`config.mk`:
```
export PLATFORM = sky130hd
export DESIGN_NAME = alu_ctrl_stage_flat
export DESIGN_NICKNAME = d
export VERILOG_FILES = /design/src/rtl/alu_pkg.sv /design/src/rtl/alu_ctrl_stage_if.sv /design/src/rtl/alu_ctrl_decode.sv /design/src/rtl/alu_ctrl_stage.sv /design/src/flat_wrapper.sv
export SDC_FILE = /design/constraint.sdc
export NUM_CORES = 1
export LEC_CHECK = 0
export BUFFER_PORTS_ARGS = -buffer_cell sky130_fd_sc_hd__buf_2
export CORE_AREA = 2 2 39 41
export CTS_CLUSTER_SIZE = 8
export DETAILED_ROUTE_END_ITERATION = 16
export DIE_AREA = 0 0 41 43
export REMOVE_ABC_BUFFERS = 1
export SLEW_MARGIN = 40
export SYNTH_ARGS = -nofsm -noshare
export SYNTH_HDL_FRONTEND = slang
export SYNTH_SLANG_ARGS = --single-unit
```
`constraint.sdc`:
```
create_clock -name clk -period 0.8 [get_ports clk]
set_input_delay 0.12 -clock clk [delete_from_list [all_inputs] [get_ports clk]]
set_output_delay 0.12 -clock clk [all_outputs]
set_load 0.01 [all_outputs]
```
`src/rtl/alu_pkg.sv`:
```
// Shared ALU control encodings: the ALUControl codes, the main-decoder ALUOp
// classes and the Funct/Op constants. Both the control encoder and the EX-stage
// ALU case labels use these, so the two sides cannot drift apart.
package alu_pkg;

   localparam int ALU_CTRL_W = 3;

   typedef logic [ALU_CTRL_W-1:0] alu_ctrl_t;

   // ALUControl codes; 100, 110 and 111 are never produced.
   localparam alu_ctrl_t ALU_ADD = 3'b000;
   localparam alu_ctrl_t ALU_SUB = 3'b001;
   localparam alu_ctrl_t ALU_AND = 3'b010;
   localparam alu_ctrl_t ALU_OR  = 3'b011;
   localparam alu_ctrl_t ALU_SLT = 3'b101;

   // Main-decoder instruction classes.
   typedef enum logic [1:0] {
      ALUOP_ADD   = 2'b00,
      ALUOP_SUB   = 2'b01,
      ALUOP_RTYPE = 2'b10,
      ALUOP_IMM   = 2'b11
   } alu_op_t;

   // R-type funct field values.
   localparam logic [5:0] FUNCT_ADD  = 6'h20;
   localparam logic [5:0] FUNCT_ADDU = 6'h21;
   localparam logic [5:0] FUNCT_SUB  = 6'h22;
   localparam logic [5:0] FUNCT_SUBU = 6'h23;
   localparam logic [5:0] FUNCT_AND  = 6'h24;
   localparam logic [5:0] FUNCT_OR   = 6'h25;
   localparam logic [5:0] FUNCT_SLT  = 6'h2A;

   // Immediate-class opcodes.
   localparam logic [5:0] OP_ADDI  = 6'h08;
   localparam logic [5:0] OP_ADDIU = 6'h09;
   localparam logic [5:0] OP_SLTI  = 6'h0A;
   localparam logic [5:0] OP_ANDI  = 6'h0C;
   localparam logic [5:0] OP_ORI   = 6'h0D;

   // True for the codes the ALU implements; lets the consumer flag garbage.
   function automatic logic alu_ctrl_is_legal(input alu_ctrl_t code);
      return (code == ALU_ADD) || (code == ALU_SUB) || (code == ALU_AND) ||
             (code == ALU_OR)  || (code == ALU_SLT);
   endfunction

endpackage

```
`src/rtl/alu_ctrl_stage_if.sv`:
```
// ID-side decode inputs and EX-side registered outputs of the ALU control
// stage. IllegalCount (and its width CNT_W) exist only when
// ALU_CTRL_ILLEGAL_COUNT_EN is defined.
interface alu_ctrl_stage_if #(
   parameter int CTRL_W = 3
`ifdef ALU_CTRL_ILLEGAL_COUNT_EN
   ,
   parameter int CNT_W  = 16
`endif
);

   logic              ValidD;
   logic [1:0]        ALUOpD;
   logic [5:0]        OpD;
   logic [5:0]        FunctD;
   logic              StallE;
   logic              FlushE;
   logic              ClearErr;
   logic [CTRL_W-1:0] ALUControlE;
   logic              ValidE;
   logic              IllegalE;
   logic              ErrSticky;
`ifdef ALU_CTRL_ILLEGAL_COUNT_EN
   logic [CNT_W-1:0]  IllegalCount;
`endif

   // Pipeline/ID side: drives the decode inputs, observes the EX outputs.
   modport master (
      output ValidD, ALUOpD, OpD, FunctD, StallE, FlushE, ClearErr,
      input  ALUControlE, ValidE, IllegalE, ErrSticky
`ifdef ALU_CTRL_ILLEGAL_COUNT_EN
      , input IllegalCount
`endif
   );

   // Control stage side.
   modport slave (
      input  ValidD, ALUOpD, OpD, FunctD, StallE, FlushE, ClearErr,
      output ALUControlE, ValidE, IllegalE, ErrSticky
`ifdef ALU_CTRL_ILLEGAL_COUNT_EN
      , output IllegalCount
`endif
   );

endinterface

```
`src/rtl/alu_ctrl_decode.sv`:
```
// Purely combinational ALU control decode in ID: {ALUOp, Op, Funct} -> ctrl
// plus an illegal-encoding flag. An empty ID slot decodes to ADD and never
// flags, so bubbles carry ALUControl 000.
module alu_ctrl_decode
   import alu_pkg::*;
(
   input  logic      valid,
   input  alu_op_t   alu_op,
   input  logic [5:0] op,
   input  logic [5:0] funct,
   output alu_ctrl_t ctrl,
   output logic      illegal
);

   alu_ctrl_t raw_ctrl;
   logic      raw_bad;

   // Class-based decode; unsupported Funct/Op fall back to ADD and flag.
   always_comb begin
      // NOTE: every output gets a default first so no path leaves it unassigned (no latch).
      raw_ctrl = ALU_ADD;
      raw_bad  = 1'b0;
      case (alu_op)
         ALUOP_ADD: raw_ctrl = ALU_ADD;
         ALUOP_SUB: raw_ctrl = ALU_SUB;
         ALUOP_RTYPE: begin
            case (funct)
               FUNCT_ADD, FUNCT_ADDU: raw_ctrl = ALU_ADD;
               FUNCT_SUB, FUNCT_SUBU: raw_ctrl = ALU_SUB;
               FUNCT_AND:             raw_ctrl = ALU_AND;
               FUNCT_OR:              raw_ctrl = ALU_OR;
               FUNCT_SLT:             raw_ctrl = ALU_SLT;
               default:               raw_bad  = 1'b1;
            endcase
         end
         ALUOP_IMM: begin
            case (op)
               OP_ADDI, OP_ADDIU: raw_ctrl = ALU_ADD;
               OP_ANDI:           raw_ctrl = ALU_AND;
               OP_ORI:            raw_ctrl = ALU_OR;
               OP_SLTI:           raw_ctrl = ALU_SLT;
               default:           raw_bad  = 1'b1;
            endcase
         end
         default: raw_ctrl = ALU_ADD;
      endcase
   end

   assign ctrl    = valid ? raw_ctrl : ALU_ADD;
   assign illegal = valid & raw_bad;

endmodule

```
`src/rtl/alu_ctrl_stage.sv`:
```
// ALU control stage: decodes ALUOp/Op/Funct in ID and registers the result into
// the ID/EX boundary with flush-over-stall priority, a sticky illegal-op flag
// and, when ALU_CTRL_ILLEGAL_COUNT_EN is defined, a saturating illegal-op
// counter. All outputs are registered; latency is exactly one cycle.
module alu_ctrl_stage
   import alu_pkg::*;
#(
   parameter int CTRL_W = 3,
   parameter int CNT_W  = 16
) (
   input logic             clk,
   input logic             reset,
   alu_ctrl_stage_if.slave bus
);

   // Elaboration-time guards: the ALU case labels assume the package width.
   if (CTRL_W != ALU_CTRL_W) begin : g_bad_ctrl_w
      $error("alu_ctrl_stage: CTRL_W must equal alu_pkg::ALU_CTRL_W");
   end
   if (CNT_W < 1) begin : g_bad_cnt_w
      $error("alu_ctrl_stage: CNT_W must be at least 1");
   end

   alu_ctrl_t         dec_ctrl;
   logic              dec_illegal;
   logic              load;
   logic              err_set;
   logic [CTRL_W-1:0] ctrl_q;
   logic              valid_q;
   logic              illegal_q;
   logic              sticky_q;

   alu_ctrl_decode u_decode (
      .valid   (bus.ValidD),
      .alu_op  (alu_op_t'(bus.ALUOpD)),
      .op      (bus.OpD),
      .funct   (bus.FunctD),
      .ctrl    (dec_ctrl),
      .illegal (dec_illegal)
   );

   // The register actually accepts the ID slot only when neither flushed nor stalled.
   assign load    = !bus.FlushE && !bus.StallE;
   assign err_set = load && dec_illegal;

   // ID/EX register: flush inserts a bubble, stall holds, otherwise load.
   // NOTE: the async reset clears only these few control flops; there is no storage array to reset.
   always_ff @(posedge clk or posedge reset) begin
      if (reset) begin
         ctrl_q    <= '0;
         valid_q   <= 1'b0;
         illegal_q <= 1'b0;
      end else if (bus.FlushE) begin
         ctrl_q    <= '0;
         valid_q   <= 1'b0;
         illegal_q <= 1'b0;
      end else if (!bus.StallE) begin
         // NOTE: non-blocking assignments so every flop samples pre-edge values.
         ctrl_q    <= CTRL_W'(dec_ctrl);
         valid_q   <= bus.ValidD;
         illegal_q <= dec_illegal;
      end
   end

   // Sticky debug flag: set by an illegal load, cleared by ClearErr; set wins.
   always_ff @(posedge clk or posedge reset) begin
      if (reset) begin
         sticky_q <= 1'b0;
      end else if (err_set) begin
         sticky_q <= 1'b1;
      end else if (bus.ClearErr) begin
         sticky_q <= 1'b0;
      end
   end

   assign bus.ALUControlE = ctrl_q;
   assign bus.ValidE      = valid_q;
   assign bus.IllegalE    = illegal_q;
   assign bus.ErrSticky   = sticky_q;

`ifdef ALU_CTRL_ILLEGAL_COUNT_EN
   logic [CNT_W-1:0] count_q;

   // Saturating count of illegal loads; a clear coinciding with a load leaves 1.
   always_ff @(posedge clk or posedge reset) begin
      if (reset) begin
         count_q <= '0;
      end else if (bus.ClearErr) begin
         count_q <= err_set ? CNT_W'(1) : '0;
      end else if (err_set && (count_q != '1)) begin
         count_q <= count_q + CNT_W'(1);
      end
   end

   assign bus.IllegalCount = count_q;
`endif

endmodule

```
`src/flat_wrapper.sv`:
```
// flat-port wrapper written by rule: the top's interface ports become plain ports
module alu_ctrl_stage_flat import alu_pkg::*;
#(
   parameter int CTRL_W = 3,
   parameter int CNT_W  = 16
)
  (clk, reset, bus_ValidD, bus_ALUOpD, bus_OpD, bus_FunctD, bus_StallE, bus_FlushE, bus_ClearErr, bus_ALUControlE, bus_ValidE, bus_IllegalE, bus_ErrSticky);
  alu_ctrl_stage_if #(.CTRL_W(CTRL_W)) bus_i ();
  input logic clk;
  input logic reset;
  input wire logic [$bits(bus_i.ValidD)-1:0] bus_ValidD;
  input wire logic [$bits(bus_i.ALUOpD)-1:0] bus_ALUOpD;
  input wire logic [$bits(bus_i.OpD)-1:0] bus_OpD;
  input wire logic [$bits(bus_i.FunctD)-1:0] bus_FunctD;
  input wire logic [$bits(bus_i.StallE)-1:0] bus_StallE;
  input wire logic [$bits(bus_i.FlushE)-1:0] bus_FlushE;
  input wire logic [$bits(bus_i.ClearErr)-1:0] bus_ClearErr;
  output wire logic [$bits(bus_i.ALUControlE)-1:0] bus_ALUControlE;
  output wire logic [$bits(bus_i.ValidE)-1:0] bus_ValidE;
  output wire logic [$bits(bus_i.IllegalE)-1:0] bus_IllegalE;
  output wire logic [$bits(bus_i.ErrSticky)-1:0] bus_ErrSticky;
  assign bus_i.ValidD = bus_ValidD;
  assign bus_i.ALUOpD = bus_ALUOpD;
  assign bus_i.OpD = bus_OpD;
  assign bus_i.FunctD = bus_FunctD;
  assign bus_i.StallE = bus_StallE;
  assign bus_i.FlushE = bus_FlushE;
  assign bus_i.ClearErr = bus_ClearErr;
  assign bus_ALUControlE = bus_i.ALUControlE;
  assign bus_ValidE = bus_i.ValidE;
  assign bus_IllegalE = bus_i.IllegalE;
  assign bus_ErrSticky = bus_i.ErrSticky;
  alu_ctrl_stage #(.CTRL_W(CTRL_W), .CNT_W(CNT_W)) u_core (.clk(clk), .reset(reset), .bus(bus_i));
endmodule
```
==> impl_metrics.yaml, run 1 <==
outcome:
  run_status: "finished with violations"
  violations: "negative setup slack"
worst_setup_path:
  rr_startpoint: "u_core.bus.ALUControlE[2]$_DFFE_PP0P_"
  reg2reg_slack_ns: 0.06
  cpMaxStageDelayCell: "dfrtp_1"
  worst_r2r_endpoint: "u_core.bus.ALUControlE[2]$_DFFE_PP0P_"
  cp_max_fo: 2
  ff2ff_path_depth: 3
  worst-path-stages: 1
  critical-path-top-delay-family: "flip-flops"
  critPathMaxStageDelay_ns: 0.38
  endpoint: "bus_ValidE"
  cp-start-kind: "flip-flop"
  cp-end-kind: "output pin"
  worstPathRequired_ns: 0.68
  path_class: "reg2out"
  worst-path-buf-inv: 1
  arrival_ns: 0.76
  crit_chain: "buf_2"
  cp-startpoint: "u_core.bus.ValidE$_DFFE_PP0P_"
sta:
  fmax_mhz: 1140
  period_share: 1.10
  period_minus_slack_ns: 0.881
  hold_viol: 0
  rsz0062_at_grt: "yes"
  tightest_slew_ns: 0.284
  skew_ns: 0
  setup_viol: 9
  fin_ws_ns: -0.0808
  slew_headroom: 0.808
  drv_slew: 0
  tns_ns: -0.504
power:
  p_int_mw: 0.606
  comb_power_share: 0.265
  power.share.switching: 0.251
  seqPwrFrac: 0.394
  p_switching_mw: 0.203
  power.leakage_nw: 0.372
  clkPwrFrac: 0.341
  vdd_drop_max_uv: 415
  p_total_mw: 0.809
  power_density_nw_per_um2: 1100
yosys:
  avgSynthCellArea_um2: 8.84
  synth_area_um2: 398
  ys_top_cells_by_area: "dfrtp_1, nand2b_1, nor4b_4, nand2_1, a32oi_1"
  async_flop_share: 1.00
  synth_cell_types: 23
  ys_seq_area_frac: 0.377
  synthFlopType: "dfrtp_1"
  netlist.top_cell.by_area: "dfrtp_1"
  yosys_warnings: 0
  synth_top_area_frac: 0.377
  ys_seq_elements: 6
  synth_edf_count: 0
  synth_cells: 45
cells_and_area:
  antennaDiodeCount: 0
  drive_above_1_share: 0.565
  final_cell_mix: "buf_2, buf_4, dfrtp_1"
  final_cells: 101
  nets: 107
  fin_area_um2: 732
  area_delta_synth_final_pct: 84.0
  final_common_cell: "buf_2"
routing:
  vias: 497
  drt-total-wl_mm: 1.08
  drtIter0Drc: 1
  vias_per_cell: 4.92
  antenna_left: 0
  route.detailed.drc: 0
  wire_per_inst_um: 10.7
  first_pass_iters: 2
placement:
  place_congestion: 0.730
  dp_hpwl_um: 862
  io_buffers: 25
  dpl_cell_area_um2: 607
  dp.cells: 94
global_routing:
  antenna_found_initial: 0
  use_met2: 0.228
  met1_usage: 0.154
  busiest_layer: "met2"
  grt.total_usage: 0.145
  grt_pass1_wl_mm: 1.73
  first_global_vias: 464
  grt-ovfl-total: 0
  grt_max_degree: 10
  grt_util_met3: 0.0209
clock_network:
  clock-root-buffer: "clkbuf_4"
  cts_max_level: 1
  clkTransAtPathRegs_ns: 0.04
  cts_tree: "done"
  cts_buffers: 3
  clkSinkCount: 6
  cts_buffer_depth: 2
  clkLatencyLatePin_ns: 0.24
die:
  core_area_um2: 1380
  die_h_um: 43
  die_w_um: 41
  initial_core_util: 0.288
  die_area_um2: 1760
  row_count: 14
  pin_count: 26
hold_path:
  hp-class: "in2reg"
run:
  maxCapViolCount: 0
==> worst min path at each step <==
stage	start	to	slack (ns)	depth (start not counted)
finish	bus_ClearErr	u_core.bus.ErrSticky$_DFFE_PP0P_	0.07	2
detailed placement	reset	u_core.bus.ALUControlE[1]$_DFFE_PP0P_	0.04	2
global route	bus_ClearErr	u_core.bus.ErrSticky$_DFFE_PP0P_	0.06	2
global placement	reset	u_core.bus.ValidE$_DFFE_PP0P_	0.04	2
floorplan	reset	u_core.bus.ALUControlE[0]$_DFFE_PP0P_	-0.09	1
CTS	bus_ClearErr	u_core.bus.ErrSticky$_DFFE_PP0P_	0.06	2
==> what timing repair did <==
item | 4_1_cts | 5_1_grt
resized for setup | 8 | 9
hold buffers | 1 | 0
hold endpoints to repair | 6 | 0
setup endpoints to repair | 11 | 11
buffers inserted | 2 | 2
pin swaps | 6 | 9
==> cells by family after synthesis <==
group / Yosys count / synth area share
AND/OR/NAND/NOR: 21 / 0.330
AO/OA/AOI/OAI: 13 / 0.230
flip-flops: 6 / 0.377
buffers and inverters: 4 / 0.0377
multiplexers: 1 / 0.0252
==> metrics by stage <==
step | hold WS [ns] | setup WS (ns) | utilization
finish | 0.0662 | -0.0808 | 0.529
global route | 0.0599 | -0.149 | 0.529
CTS | 0.0614 | -0.102 | 0.493
detailed placement | 0.0434 | -0.368 | 0.439
global placement | 0.0367 | -0.320 | 0.439
floorplan | -0.0890 | -0.154 | -
==> flip-flops by register name, summed over array words and instances, names as in the netlist <==
| signal | cells |
|---|---|
| u_core.bus.ALUControlE | 3 |
| u_core.bus.ErrSticky | 1 |
| u_core.bus.IllegalE | 1 |
| u_core.bus.ValidE | 1 |
==> layout make-up <==
type / count / area [um^2]
Fill cell: 130 / 652
Timing Repair Buffer: 38 / 267
Multi-Input combinational cell: 35 / 262
Sequential cell: 6 / 150
Clock buffer: 3 / 22.5
Tap cell: 16 / 20.0
Inverter: 3 / 11.3
==> cell usage after synthesis, drive strengths merged, types with 2 or more instances <==
master  instances
inv             3
a32oi           2
nand2b          4
nand2           5
nor2b           2
nor2            4
o21ai           3
dfrtp           6
a21oi           2
==> power groups by stage <==
stage	Clock, mW	Sequential, mW	Combinational, mW
6_report	0.276	0.319	0.214
5_1_grt	0.305	0.319	0.238
4_1_cts	0.282	0.318	0.201
3_5_place_dp	0	0.322	0.180
3_3_place_gp	0	0.322	0.176
2_1_floorplan	0	0.326	0.0574
==> routing by layer <==
metal | part of all wire | up-vias | routed length (um)
li1 | - | 248 | -
met1 | 0.38 | 223 | 409
met2 | 0.53 | 20 | 569
met3 | 0.055 | 6 | 59
met4 | 0.039 | 0 | 42
met5 | 0 | - | 0
Power figures use the tool's default switching activity.
==> run 2: changes to the inputs <==
GPL_TIMING_DRIVEN = 0   (was default)
SKIP_CTS_REPAIR_TIMING = 1   (was default)
==> impl_metrics.yaml, run 2 (same netlist as run 1, synthesis figures left out) <==
clock_network:
  cts_buffers: 3
  cts_tree: "done"
  clock-root-buffer: "clkbuf_4"
  clkTransAtPathRegs_ns: 0.05
  clkSinkCount: 6
  cts_max_level: 1
  clkLatencyLatePin_ns: 0.24
  cts_buffer_depth: 2
cells_and_area:
  nets: 98
  final_common_cell: "buf_2"
  fin_area_um2: 656
  drive_above_1_share: 0.500
  antennaDiodeCount: 0
  largest_register_ffs: 3
  area_delta_synth_final_pct: 64.8
  final_cell_mix: "buf_2, dfrtp_1, nand2_1"
routing:
  vias: 459
  drt-total-wl_um: 993
  first_pass_iters: 2
  vias_per_cell: 4.99
  antenna_left: 0
  route.detailed.drc: 0
  wire_per_inst_um: 10.8
  drtIter0Drc: 5
die:
  die_h_um: 43
  die_area_um2: 1760
  core_area_um2: 1380
  pin_count: 26
  die_w_um: 41
  initial_core_util: 0.288
  row_count: 14
sta:
  setup_viol: 11
  skew_ns: 0
  period_share: 1.14
  fmax_mhz: 1100
  tightest_slew_ns: 0.287
  fin_ws_ns: -0.109
  drv_slew: 0
  hold_viol: 0
  period_minus_slack_ns: 0.909
  rsz0062_at_grt: "yes"
  slew_headroom: 0.808
power:
  p_int_mw: 0.582
  seqPwrFrac: 0.409
  vdd_drop_max_uv: 332
  comb_power_share: 0.239
  power.leakage_nw: 0.328
  power_density_nw_per_um2: 1190
  p_total_mw: 0.778
  power.share.switching: 0.253
  clkPwrFrac: 0.352
  p_switching_mw: 0.197
hold_path:
  whs_path_depth: 2
  hp-class: "in2reg"
global_routing:
  grt_max_degree: 10
  grt_pass1_wl_mm: 1.50
  grt-ovfl-total: 0
  grt.total_usage: 0.131
  first_global_vias: 401
  antenna_found_initial: 0
placement:
  io_buffers: 25
  dpl_cell_area_um2: 539
  place_congestion: 0.774
worst_setup_path:
  cp_max_fo: 4
  ff2ff_path_depth: 3
  path_class: "in2reg"
  cp-end-kind: "flip-flop"
  cp-start-kind: "input pin"
  worstPathRequired_ns: 0.96
  arrival_ns: 1.07
outcome:
  run_status: "finished with violations"
  violations: "negative setup slack"
run:
  maxCapViolCount: 0
[run 2: cell count changes in the layout (fill, tap and decap cells not counted), sizes merged]
cell  before  now
buf       37   28
[run 2: cell type report]
cell class	count	area (um^2)
multi-input cells	35	265
well taps	16	20.0
repair buffers	29	186
fillers	127	728
inverters	3	11.3
clock buffers	3	22.5
flip-flops and latches	6	150
[run 2: final timing paths]
| kind | to | start | slack (ns) |
|---|---|---|---|
| setup / recovery | u_core.bus.ALUControlE[1]$_DFFE_PP0P_ | bus_StallE | -0.11 |
| hold / removal | u_core.bus.ValidE$_DFFE_PP0P_ | bus_FlushE | 0.05 |
| setup reg to reg | u_core.bus.ALUControlE[0]$_DFFE_PP0P_ | u_core.bus.ALUControlE[0]$_DFFE_PP0P_ | 0.04 |
| hold reg to reg | u_core.bus.ALUControlE[2]$_DFFE_PP0P_ | u_core.bus.ALUControlE[2]$_DFFE_PP0P_ | 0.49 |
| max in group asynchronous | u_core.bus.ErrSticky$_DFFE_PP0P_ | reset | 0.27 |
| min in group asynchronous | u_core.bus.ValidE$_DFFE_PP0P_ | reset | 0.33 |
[run 2: per-stage QoR]
stage | TNS (ns) | util | hold slack [ns] | setup slack, ns | cells
6_report | -0.797 | 0.474 | 0.0493 | -0.109 | 92
5_1_grt | -1.21 | 0.474 | 0.0498 | -0.157 | 92
4_1_cts | -1.03 | 0.406 | -0.220 | -0.153 | 88
3_5_place_dp | -1.80 | 0.390 | 0.0427 | -0.390 | 85
3_3_place_gp | -1.63 | 0.390 | 0.0373 | -0.349 | 85
2_1_floorplan | -0.727 | - | -0.0890 | -0.154 | 44
[run 2: layer usage]
layer	global-route usage	routed length, um	share of wire	up-vias
met5	0	0	0	-
met4	0.120	19	0.019	0
met3	0.0157	50	0.050	2
met2	0.209	538	0.54	16
met1	0.135	385	0.39	208
li1	-	-	-	233
[run 2: power by group through the flow]
stage / Combinational [mW] / Sequential [mW] / Clock (mW)
after CTS: 0.150 / 0.317 / 0.288
after global placement: 0.147 / 0.321 / 0
after global routing: 0.206 / 0.318 / 0.327
after floorplan: 0.0574 / 0.326 / 0
after detailed placement: 0.149 / 0.322 / 0
final: 0.186 / 0.318 / 0.274
[run 2: critical path, stage by stage]
cell	delay [ns]
buf_2	0.11
or3b_1	0.41
or2_4	0.27
o21ai_1	0.15
==> run 3: changes to the inputs <==
BUFFER_PORTS_ARGS = default   (was -buffer_cell sky130_fd_sc_hd__buf_2)
DONT_BUFFER_PORTS = 1   (was default)
==> impl_metrics.yaml, run 3 (same netlist as run 1, synthesis figures left out) <==
worst_setup_path:
  cp-end-kind: "flip-flop"
  cp_max_fo: 4
  worstPathRequired_ns: 0.96
  cp-start-kind: "input pin"
  path_class: "in2reg"
  arrival_ns: 0.94
routing:
  drtIter0Drc: 0
  vias_per_cell: 5.33
  antenna_left: 0
  drt-total-wl_um: 933
  wire_per_inst_um: 13.9
  route.detailed.drc: 0
  first_pass_iters: 1
  vias: 357
clock_network:
  cts_buffers: 3
  clkTransAtPathRegs_ns: 0.04
  cts_max_level: 1
  cts_buffer_depth: 2
  clkLatencyLatePin_ns: 0.24
  clkSinkCount: 6
  cts_tree: "done"
  clock-root-buffer: "clkbuf_4"
power:
  power_density_nw_per_um2: 1400
  vdd_drop_max_uv: 410
  power.leakage_nw: 0.205
global_routing:
  grt-ovfl-total: 0
  grt_max_degree: 10
  grt.total_usage: 0.112
  first_global_vias: 357
  grt_pass1_wl_mm: 1.27
  antenna_found_initial: 0
placement:
  dp.cells: 60
  place_congestion: 0.752
  io_buffers: 0
  dp_hpwl_um: 754
sta:
  tns_ns: 0
  period_share: 0.981
  fmax_mhz: 1270
  drv_slew: 0
  hold_viol: 0
  skew_ns: 0
  slew_headroom: 0.792
  period_minus_slack_ns: 0.785
  rsz0062_at_grt: "yes"
  tightest_slew_ns: 0.312
  setup_viol: 0
cells_and_area:
  final_common_cell: "dfrtp_1"
  drive_above_1_share: 0.137
  area_delta_synth_final_pct: 22.6
  final_cell_mix: "dfrtp_1, nand2_1, nor2_1, nand2b_1"
  largest_register_ffs: 3
  antennaDiodeCount: 0
  nets: 73
  final_cells: 67
die:
  row_count: 14
  die_h_um: 43
  initial_core_util: 0.288
  pin_count: 26
  die_w_um: 41
  core_area_um2: 1380
  die_area_um2: 1760
run:
  maxCapViolCount: 0
outcome:
  run_status: "complete, no violations"
hold_path:
  hp-class: "in2reg"
[run 3: worst max-delay path, cell delays in order]
cell and delay (ns):
or3b_1 0.40, or2_1 0.27, o21ai_0 0.16
[run 3: stage by stage]
stage / area (um^2) / total power, mW / setup slack (ns) / hold slack [ns] / utilization
4_1_cts: 437 / 0.672 / 0.0161 / -0.309 / 0.316
5_1_grt: 488 / 0.724 / -0.0128 / 0.0711 / 0.353
3_5_place_dp: 414 / 0.396 / -0.223 / -0.0554 / 0.299
2_1_floorplan: 394 / 0.384 / -0.154 / -0.0890 / -
6_report: 488 / 0.685 / 0.0153 / 0.0380 / 0.353
3_3_place_gp: 414 / 0.395 / -0.223 / -0.0637 / 0.299
[run 3: final cells by class]
cell class,count,area [um^2]
fillers,148,896
multi-input cells,35,246
flip-flops and latches,6,150
repair buffers,4,37.5
clock buffers,3,22.5
well taps,16,20.0
inverters,3,11.3
[run 3: metal layers]
layer | global-route usage | wire length [um] | vias to the layer above
met4 | 0.100 | 25 | 0
met1 | 0.102 | 359 | 159
met5 | 0 | 0 | -
met3 | 0.0262 | 75 | 4
met2 | 0.188 | 473 | 16
li1 | - | - | 178
[run 3: path summary, 6_finish.rpt]
path                                                       from                                     to  slack [ns]  cells past startpoint
worst max-delay path                                 bus_StallE  u_core.bus.ALUControlE[1]$_DFFE_PP0P_        0.02                      3
worst min-delay path                                 bus_ValidD          u_core.bus.ValidE$_DFFE_PP0P_        0.04                      2
worst max register to register    u_core.bus.ValidE$_DFFE_PP0P_          u_core.bus.ValidE$_DFFE_PP0P_        0.08                      2
worst min register to register  u_core.bus.IllegalE$_DFFE_PP0P_        u_core.bus.IllegalE$_DFFE_PP0P_        0.55                      2
max in group asynchronous                                 reset  u_core.bus.ALUControlE[0]$_DFFE_PP0P_        0.37                      2
min in group asynchronous                                 reset        u_core.bus.IllegalE$_DFFE_PP0P_        0.24                      2
[run 3: power breakdown]
part	internal, mW	switching (mW)	total (mW)
logic	0.0479	0.0375	0.0854
registers	0.313	0.00995	0.323
clock network	0.170	0.107	0.277
total	0.531	0.155	0.685
